--- src/rtl/dispenser_pkg.sv ---
// Shared types and constants for the change dispenser: FSM states, actuator select, coin values.
package dispenser_pkg;

  typedef enum logic [1:0] {IDLE, ACT, GAPW, FAULT} state_t;

  typedef enum logic [1:0] {SEL_MOTOR, SEL_HOP1, SEL_HOP2} sel_t;

  localparam int COIN1_VAL = 1;
  localparam int COIN2_VAL = 2;

endpackage

--- src/rtl/disp_handshake.sv ---
// Request/acknowledge engine: holds one actuator request until its ack arrives or TIMEOUT cycles elapse.
module disp_handshake
  import dispenser_pkg::*;
#(
  parameter int TIMEOUT = 1000
) (
  input  logic clk,
  input  logic rst,
  input  logic start,
  input  sel_t which_ack,
  input  logic motor_ack,
  input  logic hop1_ack,
  input  logic hop2_ack,
  output logic motor_req,
  output logic hop1_req,
  output logic hop2_req,
  output logic done,
  output logic timeout
);

  localparam int TW = $clog2(TIMEOUT + 1);

  logic          active;
  sel_t          sel;
  logic [TW-1:0] timer;
  logic          ack_hit;

  // Only the ack belonging to the actuator being driven counts.
  always_comb begin
    ack_hit = 1'b0;
    case (sel)
      SEL_MOTOR: ack_hit = motor_ack;
      SEL_HOP1:  ack_hit = hop1_ack;
      SEL_HOP2:  ack_hit = hop2_ack;
      default:   ack_hit = 1'b0;
    endcase
  end

  assign done    = active && ack_hit;
  assign timeout = active && !ack_hit && (timer == TW'(TIMEOUT - 1));

  always_ff @(posedge clk) begin
    if (rst) begin
      active    <= 1'b0;
      sel       <= SEL_MOTOR;
      timer     <= '0;
      motor_req <= 1'b0;
      hop1_req  <= 1'b0;
      hop2_req  <= 1'b0;
    end else if (start) begin
      active    <= 1'b1;
      sel       <= which_ack;
      timer     <= '0;
      motor_req <= (which_ack == SEL_MOTOR);
      hop1_req  <= (which_ack == SEL_HOP1);
      hop2_req  <= (which_ack == SEL_HOP2);
    end else if (done || timeout) begin
      active    <= 1'b0;
      motor_req <= 1'b0;
      hop1_req  <= 1'b0;
      hop2_req  <= 1'b0;
    end else if (active) begin
      timer <= timer + 1'b1;
    end
  end

endmodule

--- src/rtl/change_dispenser.sv ---
// Queues vend/coin-return pulses and drives motor and hoppers one actuation at a time.
// Optional DISP_STATS_EN adds cumulative total_paid / total_vends counters.
module change_dispenser
  import dispenser_pkg::*;
#(
  parameter int PEND_W   = 4,
  parameter int INV_W    = 8,
  parameter int INV_INIT = 20,
  parameter int TIMEOUT  = 1000,
  parameter int GAP      = 4
) (
  input  logic             clk,
  input  logic             rst,
  input  logic             vend,
  input  logic             out1,
  input  logic             out2,
  input  logic             out22,
  input  logic             restock,
  output logic             motor_req,
  input  logic             motor_ack,
  output logic             hop1_req,
  input  logic             hop1_ack,
  output logic             hop2_req,
  input  logic             hop2_ack,
  output logic             busy,
  output logic             empty1,
  output logic             empty2,
  output logic             fault,
  output logic [INV_W-1:0] inv1,
  output logic [INV_W-1:0] inv2
`ifdef DISP_STATS_EN
  ,
  output logic [15:0]      total_paid,
  output logic [15:0]      total_vends
`endif
);

  localparam int GW = $clog2(GAP + 1);

  state_t          state;
  logic [GW-1:0]   gcnt;
  logic [PEND_W-1:0] pv, p1, p2;
  logic [PEND_W:0] nv, n1, n2;
  sel_t            pick;
  logic            have_work, empty_hit, start, sel_fault;
  logic            dec_v, dec_1, dec_2, ovf;
  logic            hs_done, hs_timeout;

  // Returns {overflow, next count}; the count saturates at all-ones.
  function automatic logic [PEND_W:0] pend_next(input logic [PEND_W-1:0] cur,
                                                input logic [1:0] inc, input logic dec);
    logic [PEND_W+1:0] sum;
    sum = (PEND_W+2)'(cur) + (PEND_W+2)'(inc) - (PEND_W+2)'(dec);
    if (sum[PEND_W+1:PEND_W] != 2'b00) pend_next = {1'b1, {PEND_W{1'b1}}};
    else                               pend_next = {1'b0, sum[PEND_W-1:0]};
  endfunction

  always_comb begin
    pick      = SEL_MOTOR;
    have_work = 1'b1;
    if (pv != '0)      pick = SEL_MOTOR;
    else if (p2 != '0) pick = SEL_HOP2;
    else if (p1 != '0) pick = SEL_HOP1;
    else               have_work = 1'b0;
    empty_hit = have_work && (((pick == SEL_HOP2) && (inv2 == '0)) ||
                              ((pick == SEL_HOP1) && (inv1 == '0)));
    sel_fault = (state == IDLE) && empty_hit;
    start     = (state == IDLE) && have_work && !empty_hit;
    dec_v     = start && (pick == SEL_MOTOR);
    dec_1     = start && (pick == SEL_HOP1);
    dec_2     = start && (pick == SEL_HOP2);
  end

  // out22 carries weight 2 and out2 weight 1, so {out22, out2} is the p2 increment.
  assign nv  = pend_next(pv, {1'b0, vend}, dec_v);
  assign n1  = pend_next(p1, {1'b0, out1}, dec_1);
  assign n2  = pend_next(p2, {out22, out2}, dec_2);
  assign ovf = nv[PEND_W] | n1[PEND_W] | n2[PEND_W];

  disp_handshake #(.TIMEOUT(TIMEOUT)) u_hs (
    .clk       (clk),
    .rst       (rst),
    .start     (start),
    .which_ack (pick),
    .motor_ack (motor_ack),
    .hop1_ack  (hop1_ack),
    .hop2_ack  (hop2_ack),
    .motor_req (motor_req),
    .hop1_req  (hop1_req),
    .hop2_req  (hop2_req),
    .done      (hs_done),
    .timeout   (hs_timeout)
  );

  always_ff @(posedge clk) begin
    if (rst) begin
      state <= IDLE;
      gcnt  <= '0;
      pv    <= '0;
      p1    <= '0;
      p2    <= '0;
      inv1  <= INV_W'(INV_INIT);
      inv2  <= INV_W'(INV_INIT);
      fault <= 1'b0;
    end else begin
      pv <= nv[PEND_W-1:0];
      p1 <= n1[PEND_W-1:0];
      p2 <= n2[PEND_W-1:0];
      case (state)
        IDLE:  if (sel_fault) state <= FAULT;
               else if (start) state <= ACT;
        ACT:   if (hs_done) begin
                 state <= GAPW;
                 gcnt  <= '0;
               end else if (hs_timeout) state <= FAULT;
        GAPW:  if (gcnt == GW'(GAP - 1)) state <= IDLE;
               else gcnt <= gcnt + 1'b1;
        FAULT: if (restock) state <= IDLE;
        default: state <= IDLE;
      endcase
      // A new error in the same cycle as restock keeps the flag set.
      fault <= (fault && !restock) || sel_fault || hs_timeout || ovf;
      if (restock) begin
        inv1 <= INV_W'(INV_INIT);
        inv2 <= INV_W'(INV_INIT);
      end else if (hs_done && hop1_req) begin
        inv1 <= inv1 - 1'b1;
      end else if (hs_done && hop2_req) begin
        inv2 <= inv2 - 1'b1;
      end
    end
  end

  assign busy   = (state != IDLE) || (pv != '0) || (p1 != '0) || (p2 != '0);
  assign empty1 = (inv1 == '0);
  assign empty2 = (inv2 == '0);

`ifdef DISP_STATS_EN
  always_ff @(posedge clk) begin
    if (rst) begin
      total_paid  <= '0;
      total_vends <= '0;
    end else if (hs_done) begin
      if (motor_req) total_vends <= total_vends + 16'd1;
      if (hop1_req)  total_paid  <= total_paid + 16'(COIN1_VAL);
      if (hop2_req)  total_paid  <= total_paid + 16'(COIN2_VAL);
    end
  end
`endif

endmodule

--- config.mk ---
export PLATFORM = sky130hd
export DESIGN_NAME = change_dispenser
export DESIGN_NICKNAME = d
export VERILOG_FILES = /design/src/rtl/dispenser_pkg.sv /design/src/rtl/disp_handshake.sv /design/src/rtl/change_dispenser.sv
export SDC_FILE = /design/constraint.sdc
export NUM_CORES = 1
export LEC_CHECK = 0
export CORE_UTILIZATION = 60
export DETAILED_ROUTE_END_ITERATION = 12
export PLACE_DENSITY = 0.85
export SYNTH_ARGS = -nofsm -noshare
export SYNTH_HDL_FRONTEND = slang
export SYNTH_SLANG_ARGS = --single-unit
--- constraint.sdc ---
create_clock -name clk -period 7.3 [get_ports clk]
set_clock_uncertainty 0.05 [all_clocks]
set_input_delay 1.825 -clock clk [delete_from_list [all_inputs] [get_ports clk]]
set_output_delay 1.825 -clock clk [all_outputs]
set_load 0.01 [all_outputs]
# --- Word level (Yosys, flattened, before mapping) ---
# Cells that the tools add are included.
op_classes:
  add_sub_neg: 10
  n_eq_ne: 15
  n_mux: 25
  bitwise: 4
  n_reduce_logical: 46
ops:
  columns: ["op", "n"]
  rows:
  - ["subtractor 5 x 1 -> 6 bit", 3]
  - ["zero test 8 bit", 2]
  - ["two-way mux 2 bit", 8]
  - ["subtractor 8 x 1 -> 8 bit, second input constant", 2]
  - ["logical AND 1 bit", 15]
  - ["two-way mux 5 bit", 3]
  - ["nonzero test 2 bit", 6]
  - ["nonzero test 4 bit", 3]
  - ["adder 10 x 1 -> 10 bit, second input constant", 1]
  - ["adder 4 x 1 -> 5 bit", 2]
  - ["== test 10 bit, second input constant", 1]
  - ["two-way mux 1 bit", 9]
  - ["== test 2 bit, second input constant", 4]
  - ["logical OR 1 bit", 8]
  - ["!= test 2 bit, second input constant", 4]
  - ["one-hot mux 2 bit (4 select lines)", 1]
  - ["== test 2 x 1 -> 1 bit, second input constant", 3]
  - ["zero test 2 bit", 3]
  - ["two-way mux 3 bit", 2]
  - ["!= test 3 bit, second input constant", 2]
  - ["one-hot mux 3 bit (2 select lines)", 1]
  - ["adder 4 x 2 -> 5 bit", 1]
  - ["AND reduction 2 bit", 2]
  - ["AND reduction 4 bit", 1]
  - ["8 further kinds", 13]
word_totals:
  regBits: 50
  inputBits: 10

# --- Logic depth before layout (Yosys ltp) ---
# Gate-level depths: netlist (run 1).
logic_depth:
  depth_word: 17
  depth_mapped: 17
  ltp_nobuf: 17

# --- Cells and area by module ---
# From an unflattened synthesis (run 1), not the netlist that was laid out.
hier_totals:
  hier_cells: 352
  area_unflattened_um2: 3004.1
by_module_without_submodules:
  columns: ["module", "n_inst", "cells_each", "area_each_um2", "seq_area_each_um2"]
  rows:
  - ["change_dispenser", 1, 256, 2163.3, 680.7]
  - ["disp_handshake", 1, 96, 840.8, 320.3]

# --- Worst setup path before layout (run 1) ---
# OpenSTA, ideal clock, no wires.
synth_timing:
  path_type: "reg-to-reg"
  start: "register inv1[3]"
  end: "register fault"
  setup_time_ns: 0.146
  arrival_ns: 3.555
  t_required_ns: 7.104
  path_slack_ns: 3.549
  stages_incl_launch_ff: 16
  cell_sequence: "dfxtp_1 > or4_4 > or4b_4 > o221ai_4 > or2_2 > inv_1 > ha_1 > inv_1 > ha_1 > inv_1 > fa_1 > nand2b_1 > a21oi_1 > xnor2_1 > a21oi_1 > a41oi_1"
synth_rtl:
  columns: ["element", "line_no", "text"]
  rows:
  - ["from (decl)", "change_dispenser.sv:29", "output logic [INV_W-1:0] inv1,"]
  - ["from (signal assigned)", "change_dispenser.sv:102", "inv1 <= INV_W'(INV_INIT);"]
  - ["from (signal assigned)", "change_dispenser.sv:124", "inv1 <= INV_W'(INV_INIT);"]
  - ["from (signal assigned)", "change_dispenser.sv:127", "inv1 <= inv1 - 1'b1;"]
  - ["zero test 8 bit", "change_dispenser.sv:66", "((pick == SEL_HOP1) && (inv1 == '0)));"]
  - ["logical AND 1 bit", "change_dispenser.sv:66", null]
  - ["logical OR 1 bit", "change_dispenser.sv:65", "empty_hit = have_work && (((pick == SEL_HOP2) && (inv2 == '0)) ||"]
  - ["logical AND 1 bit", "change_dispenser.sv:65", null]
  - ["zero test 1 bit", "change_dispenser.sv:68", "start = (state == IDLE) && have_work && !empty_hit;"]
  - ["logical AND 1 bit", "change_dispenser.sv:68", null]
  - ["logical AND 1 bit", "change_dispenser.sv:71", "dec_2 = start && (pick == SEL_HOP2);"]
  - ["named net dec_2", "change_dispenser.sv:46", "logic dec_v, dec_1, dec_2, ovf;"]
  - ["subtractor 5 x 1 -> 6 bit", "change_dispenser.sv:53", "sum = (PEND_W+2)'(cur) + (PEND_W+2)'(inc) - (PEND_W+2)'(dec);"]
  - ["nonzero test 2 bit", "change_dispenser.sv:54", "if (sum[PEND_W+1:PEND_W] != 2'b00) pend_next = {1'b1, {PEND_W{1'b1}}};"]
  - ["two-way mux 5 bit", "change_dispenser.sv:54", null]
  - ["bitwise OR 1 bit", "change_dispenser.sv:78", "assign ovf = nv[PEND_W] | n1[PEND_W] | n2[PEND_W];"]
  - ["logical OR 1 bit", "change_dispenser.sv:122", "fault <= (fault && !restock) || sel_fault || hs_timeout || ovf;"]
  - ["to (signal assigned)", "change_dispenser.sv:122", null]
  - ["to (decl)", "change_dispenser.sv:28", "output logic fault,"]
# The timed path passes the listed nets, and every way through them passes these cells.
# A chain may end at the register's enable or synchronous reset.

# --- Final worst setup path (run 1) ---
layout_timing:
  start: "register inv1[3]"
  end: "output port empty1"
layout_via:
  elab_chain_cells: 1
layout_rtl:
  columns: ["element", "line_no", "text"]
  rows:
  - ["zero test 8 bit", "change_dispenser.sv:135", "assign empty1 = (inv1 == '0);"]
  - ["to (decl)", "change_dispenser.sv:26", "output logic empty1,"]
# Every way passes these cells.

==> impl_metrics.ini, run 1 <==
[power_and_ir_drop]
p_leak_nw = 1.34
power_density_mw_per_mm2 = 304
vdd_ir_drop_max_v = 0.000298

[synth]
synth_sequential_area_ratio_pct = 35.2
synth_top_flop_cell = sky130_fd_sc_hd__dfxtp_1
synth_area_leaders = sky130_fd_sc_hd__dfxtp_1 (35%), sky130_fd_sc_hd__ha_1 (12%), sky130_fd_sc_hd__a21oi_1 (6.2%)
ys_seq_elements = 50
synth_enable_flop_cells = 0
synth_cell_area_sq_mm = 0.00284
ys.warnings.count = 0
ys_types = 47
syn_nets = 371
post-synth-top-area-cell = sky130_fd_sc_hd__dfxtp_1
synth_top_area_share_pct = 35.2
async_reset_ff_share_pct = 0
synth.avg_cell_area_sq_um = 8.62
postSynthCellCount = 330

[cells_and_area]
syn_to_final_growth_pct = 16.6
post_route_cells_drive_above_1_share_pct = 5.75
final.fill_count = 345
nNetsFinal = 405
non_filler_cells_final = 417
layout.cells.most_common_list = sky130_fd_sc_hd__dfxtp_1 (50), sky130_fd_sc_hd__inv_1 (42), sky130_fd_sc_hd__a21oi_1 (35), sky130_fd_sc_hd__clkdlybuf4s50_1 (32), sky130_fd_sc_hd__nor2_1 (30)
layout_commonest_cell = sky130_fd_sc_hd__dfxtp_1
antennaDiodeCount = 0

[die]
boundaryPins = 33
die_h_microns = 70.8
die_ar_sq_mm = 0.00502
fp.dieW_microns = 70.8
initial_utilization_pct = 64.0
coreArea_sq_mm = 0.00444
number_of_rows_created_at_floorplan = 24

[sta]
report.final.setup_viol = 0
layout_min_cycle_time_ns = 4.30
max_freq_mhz = 232
timing.final.ws_setup_ns = 3.00
worst_slew_margin_rel_pct = 62.3
grt_setup_unrepaired = no
setup_tns_ns = 0
finalHoldViolations = 0
number_of_pins_with_negative_max_slew_slack_in_the_final_report = 0
timing.final.crit_share_pct = 59.0
timing_worst_slew_pin_value_ns = 0.564

[global_routing]
grt_antenna_before_repair = 0
globalRouteTotalUtil_pct = 24.1
grt_first_pass_wirelength_microns = 9700
gr-total-overflow = 0
pin_count_of_the_biggest_net_entering_global_routing = 17
number_of_global_route_vias_before_repair = 2164

[critical_path]
worst_path_cell_with_the_longest_stage_delay = sky130_fd_sc_hd__or4_4
reg2reg_slack_ns = 3.21
worstReg2RegStart = p2[3]
critical_path.endpoint_type = primary output
critPathMaxFanout = 7
slowest_delay_ns = 0.57
timing.rr.end = fault
worstPathCellList = or4_4, or4b_4, inv_1, clkdlybuf4s50_1
crit_path_end = empty1
critical_path.startpoint = inv1[3]
r2r_worst_path_depth = 17
path_class = flop to primary output
required_ns = 5.43
worst-endpoint-arrival_ns = 2.43
worst_setup_path_start_kind = flop

[clock_network]
cts-htree-levels = 2
cts_tree = yes
buffers_from_clock_root_to_sink_at_most = 2
postCtsHoldBufs = 0
clk-insertion-delay-late_ns = 0.31
clock_sinks = 50
cts_made_buffers = 5
cts_post_setup_buffers_inserted = 0
clock-root-buffer = sky130_fd_sc_hd__clkbuf_8
clkTransAtPathRegs_ns = 0.10
cts_resized = 0

[route]
wl_microns = 5650
route.vias.total = 2387
drt_iter0_markers = 123
post_dr_vias_cell = 5.72
drc_errors = 0
drt_pre_antenna_iters = 6
wire_per_inst_microns = 13.5
postRouteAntennaNets = 0

[outcome]
status = completed

[placement]
gpl.final_weighted_congestion = 0.806
placed_cells_incl_taps = 409
post-dp-hpwl_microns = 4150
placement.io_buffers = 32
preCtsSetupSlack_ns = 3.11

[min_path]
path_class_of_the_lowest_slack_min_delay_path = flop to flop

[job]
count_of_maximum_capacitance_violations = 0
-- worst min path at each step --
| stage | start | endpoint | slack [ns] | cells past startpoint |
|---|---|---|---|---|
| 4_1_cts | inv2[6] | inv2[6] | 0.46 | 2 |
| 5_1_grt | inv2[6] | inv2[6] | 0.49 | 2 |
| 3_5_place_dp | gcnt[2] | gcnt[2] | 0.42 | 2 |
| 3_3_place_gp | gcnt[2] | gcnt[2] | 0.42 | 2 |
| 2_1_floorplan | gcnt[2] | gcnt[2] | 0.40 | 2 |
| 6_report | gcnt[2] | gcnt[2] | 0.46 | 2 |
-- synthesized netlist by cell type, types with 2 or more instances --
master / number
sky130_fd_sc_hd__a211oi_1: 2
sky130_fd_sc_hd__a21oi_1: 35
sky130_fd_sc_hd__a31oi_1: 2
sky130_fd_sc_hd__a41oi_1: 2
sky130_fd_sc_hd__and3_1: 5
sky130_fd_sc_hd__buf_4: 2
sky130_fd_sc_hd__clkbuf_1: 3
sky130_fd_sc_hd__dfxtp_1: 50
sky130_fd_sc_hd__fa_1: 3
sky130_fd_sc_hd__ha_1: 28
sky130_fd_sc_hd__inv_1: 42
sky130_fd_sc_hd__mux2_2: 2
sky130_fd_sc_hd__mux2i_1: 4
sky130_fd_sc_hd__nand2_1: 15
sky130_fd_sc_hd__nand2b_1: 5
sky130_fd_sc_hd__nand3_1: 10
sky130_fd_sc_hd__nand4_1: 10
sky130_fd_sc_hd__nor2_1: 30
sky130_fd_sc_hd__nor2b_1: 4
sky130_fd_sc_hd__nor3_1: 5
sky130_fd_sc_hd__nor3b_1: 5
sky130_fd_sc_hd__o21ai_0: 6
sky130_fd_sc_hd__o22ai_1: 2
sky130_fd_sc_hd__o31ai_1: 2
sky130_fd_sc_hd__or2_2: 2
sky130_fd_sc_hd__or3_1: 8
sky130_fd_sc_hd__or3_2: 2
sky130_fd_sc_hd__or4_1: 2
sky130_fd_sc_hd__or4_2: 2
sky130_fd_sc_hd__xnor2_1: 11
sky130_fd_sc_hd__xor2_1: 13
-- power breakdown --
group          total, W  internal [W]  switching [W]
sequential     0.000351      0.000316      0.0000348
clock          0.000196      0.000102      0.0000932
combinational  0.000462      0.000201       0.000261
total           0.00101      0.000620       0.000389
-- cell type report --
| cell class | instances | area (sq um) | area share [%] |
|---|---|---|---|
| multi-input combinational | 232 | 1650 | 49.9 |
| sequential | 50 | 1000 | 30.2 |
| timing repair buffer | 33 | 328 | 9.89 |
| inverter | 42 | 158 | 4.75 |
| clock buffer | 6 | 72.6 | 2.19 |
| tap | 52 | 65.1 | 1.96 |
| clock inverter | 2 | 37.5 | 1.13 |
-- routing by layer --
| metal | GRT usage, % | up-vias | part of all wire, % |
|---|---|---|---|
| li1 | - | 1198 | - |
| met1 | 31.4 | 1128 | 45 |
| met2 | 40.4 | 54 | 49 |
| met3 | 4.99 | 7 | 4.9 |
| met4 | 7.11 | 0 | 1.1 |
| met5 | 0 | - | 0 |
-- flip-flops by register name, indices dropped and copies added, names as in the netlist, 2 cells and up --
| register | cells |
|---|---|
| p2 | 4 |
| u_hs.timer | 10 |
| p1 | 4 |
| gcnt | 3 |
| state | 2 |
| u_hs.sel | 2 |
| inv1 | 8 |
| inv2 | 8 |
| pv | 4 |
-- metrics by stage --
step	hold WS [ns]	instance area, sq um	util (%)	total power, W
2_1_floorplan	0.404	2840	-	0.000718
3_3_place_gp	0.417	3210	72.1	0.000804
3_5_place_dp	0.424	3210	72.1	0.000820
4_1_cts	0.457	3320	74.6	0.00101
5_1_grt	0.489	3320	74.6	0.00110
6_report	0.460	3320	74.6	0.00101
-- kinds of logic (layout without fill, tap and decap cells) --
kind of cell | Yosys count | after routing | share of synthesized area (%)
AOI/OAI and AO/OA | 57 | 57 | 12.1
xor gates and xnor gates | 24 | 24 | 7.39
adders and majority gates | 31 | 31 | 14.4
buffers and inverters | 48 | 83 | 6.64
DFF | 50 | 50 | 35.2
muxes | 6 | 6 | 2.20
and+or+nand+nor | 114 | 114 | 22.0
-- critical path: cells and delay by family, from the launching register on --
kind,cells,cell delay (ns)
buffers and inverters,2,0.60
flip-flops,1,0.38
AND/OR/NAND/NOR,2,1.14
Power figures use the tool's default switching activity.
==> run 2: changes to the inputs <==
- CORE_UTILIZATION: 60 -> 56
- PLACE_DENSITY: 0.85 -> 0.8
- clock period: 7.3 -> 4.1 ns (I/O delays scaled with it)
==> run 2 against run 1 <==
Effect of this change: die area rose by 6.9%; highest routed layer unchanged; combinational power up 87%; final cell count up 4.1%; non-clock buffer count up 2; via count decreased by 0.84%; critical path type is now flop to flop; largest power group unchanged; sequential share of layout area decreased by 0.30 points; global-route usage down 1.1 points; register-to-register slack lost 3.0 ns; routed wire length increased by 2.0%; flip-flop and latch count stayed put; first-iteration DRC count decreased by 28%; largest cell class unchanged; power rose by 78%.
==> impl_metrics.ini, run 2 (synthesis gave the netlist of run 1 again) <==
[route]
wire_per_inst_microns = 13.3
post_dr_vias_cell = 5.45
route.vias.total = 2367
drc_errors = 0
drt_iter0_markers = 88
drt_pre_antenna_iters = 4
postRouteAntennaNets = 0
wl_microns = 5760

[critical_path]
critical_path.startpoint = inv1[3]
worst_setup_path_start_kind = flop
path_class = flop to flop
slowest_delay_ns = 0.56
worst-endpoint-arrival_ns = 3.97
worstPathCellList = or4_4, or4b_4, o221ai_4, or3_2, inv_1, ha_1, inv_1, ha_1, inv_1, fa_1, nand2b_1, a21oi_1, xnor2_1, a21oi_2, a41oi_1
worstPathBufferInverterCount = 3
required_ns = 4.22
worstReg2RegStart = inv1[3]
cp_top_family = simple AND/OR/NAND/NOR gates
critical_path.endpoint_type = flop
worst_path_cell_with_the_longest_stage_delay = sky130_fd_sc_hd__or4_4
critPathMaxFanout = 7
reg2reg_slack_ns = 0.26
crit_top_cell = sky130_fd_sc_hd__inv_1

[cells_and_area]
reg.largest.list = u_hs.timer x10, inv1 x8, inv2 x8
post_route_cells_drive_above_1_share_pct = 7.36
layout_commonest_cell = sky130_fd_sc_hd__dfxtp_1
fin_area_sq_mm = 0.00335
largest_register_ff_count = 10
syn_to_final_growth_pct = 17.8
nNetsFinal = 407
top_register = u_hs.timer
antennaDiodeCount = 0
layout.cells.most_common_list = sky130_fd_sc_hd__dfxtp_1 (50), sky130_fd_sc_hd__inv_1 (42), sky130_fd_sc_hd__a21oi_1 (33), sky130_fd_sc_hd__clkdlybuf4s50_1 (32), sky130_fd_sc_hd__nor2_1 (30)

[clock_network]
cts_made_buffers = 5
cts_post_setup_buffers_inserted = 0
clkTransAtPathRegs_ns = 0.09
cts_tree = yes
clk-insertion-delay-late_ns = 0.31
cts-htree-levels = 2
clock_sinks = 50
clock-root-buffer = sky130_fd_sc_hd__clkbuf_8
buffers_from_clock_root_to_sink_at_most = 2

[power_and_ir_drop]
p_leak_nw = 1.35
p_int_w = 0.00108
p_switching_w = 0.000718
seqPwrFrac_pct = 35.0
power_density_mw_per_mm2 = 536
power.share.switching_pct = 40.0
share_comb_of_total_power_pct = 48.3
vdd_ir_drop_max_v = 0.000476
clock_power_share_pct = 16.7

[min_path]
min-delay-start = gcnt[2]
path_class_of_the_lowest_slack_min_delay_path = flop to flop

[die]
fp.dieW_microns = 73.3
initial_utilization_pct = 59.0
coreArea_sq_mm = 0.00482
boundaryPins = 33
number_of_rows_created_at_floorplan = 25
die_h_microns = 73.3
die_ar_sq_mm = 0.00537

[sta]
max_freq_mhz = 260
number_of_pins_with_negative_max_slew_slack_in_the_final_report = 0
layout_min_cycle_time_ns = 3.84
timing_worst_slew_pin_value_ns = 0.521
timing.final.crit_share_pct = 93.8
grt_setup_unrepaired = no
worst_slew_margin_rel_pct = 65.2
report.final.setup_viol = 0
finalHoldViolations = 0
setup_tns_ns = 0

[placement]
post-dp-hpwl_microns = 4310
placement.io_buffers = 32
gpl.final_weighted_congestion = 0.851
place_area_sq_mm = 0.00324

[global_routing]
number_of_global_route_vias_before_repair = 2211
grt_first_pass_wirelength_microns = 9490
grt_antenna_before_repair = 0
globalRouteTotalUtil_pct = 23.0
gr-total-overflow = 0
pin_count_of_the_biggest_net_entering_global_routing = 28

[outcome]
status = completed

[job]
count_of_maximum_capacitance_violations = 0
run 2: cell types whose count changed in the layout (fill, tap and decap cells not counted), sizes merged:
cell | previous run | this run
buf | 1 | 3
bufinv | 1 | 0
clkbuf | 6 | 7
clkinv | 0 | 1
clkinvlp | 1 | 0
run 2: tightest hold or removal path, delay by kind of cell (launching register included):
family,cells,cell delay (ns)
AND/OR/NAND/NOR,1,0.08
AO/OA/AOI/OAI,1,0.06
flip-flops,1,0.33
run 2: path summary, 6_finish.rpt:
kind | endpoint | cells past startpoint
worst max-delay path | fault | 15
worst min-delay path | gcnt[2] | 2
worst max register to register | fault | 15
worst min register to register | gcnt[2] | 2
run 2: stage by stage:
| stage | hold WS [ns] | setup WS [ns] | total power [W] | util [%] | std cells |
|---|---|---|---|---|---|
| floorplan | 0.404 | 0.349 | 0.00128 | - | 330 |
| global placement | 0.421 | 0.160 | 0.00144 | 67.2 | 426 |
| detailed placement | 0.440 | 0.0540 | 0.00147 | 67.2 | 426 |
| CTS | 0.454 | 0.0180 | 0.00177 | 69.1 | 434 |
| global route | 0.471 | 0.0474 | 0.00195 | 69.5 | 434 |
| finish | 0.450 | 0.255 | 0.00179 | 69.5 | 434 |
run 2: power by group through the flow:
stage | clock [W] | combinational, W | sequential, W
after global routing | 0.000322 | 0.000992 | 0.000638
final | 0.000300 | 0.000866 | 0.000628
after detailed placement | 0 | 0.000836 | 0.000635
after floorplan | 0 | 0.000658 | 0.000620
after CTS | 0.000306 | 0.000843 | 0.000625
after global placement | 0 | 0.000806 | 0.000634
run 2: metal layers:
metal	global-route usage [%]	up-vias	wire length (microns)
met1	28.3	1112	2690
met2	39.8	46	2760
met3	3.84	9	219
met4	9.37	0	93
met5	0	-	0
li1	-	1200	-
run 2: layout make-up:
| type | instances | area [sq um] |
|---|---|---|
| Clock buffer | 7 | 86.3 |
| Fill cell | 406 | 1470 |
| Timing Repair Buffer | 35 | 343 |
| Clock inverter | 1 | 5.00 |
| Inverter | 42 | 158 |
| Tap cell | 67 | 83.8 |
| Multi-Input combinational cell | 232 | 1670 |
| Sequential cell | 50 | 1000 |
run 2: what timing repair did:
| item | CTS | global route |
|---|---|---|
| hold buffers | 0 | 0 |
| resized for setup | 0 | 4 |
| endpoints found under the hold margin | 0 | 0 |
| endpoints found under the setup margin | 0 | 5 |
==> run 3: changes to the inputs <==
- CAP_MARGIN: unset -> 20
==> results of run 3 <==
No change in the layout: final DEF, timing and power equal those of run 2.
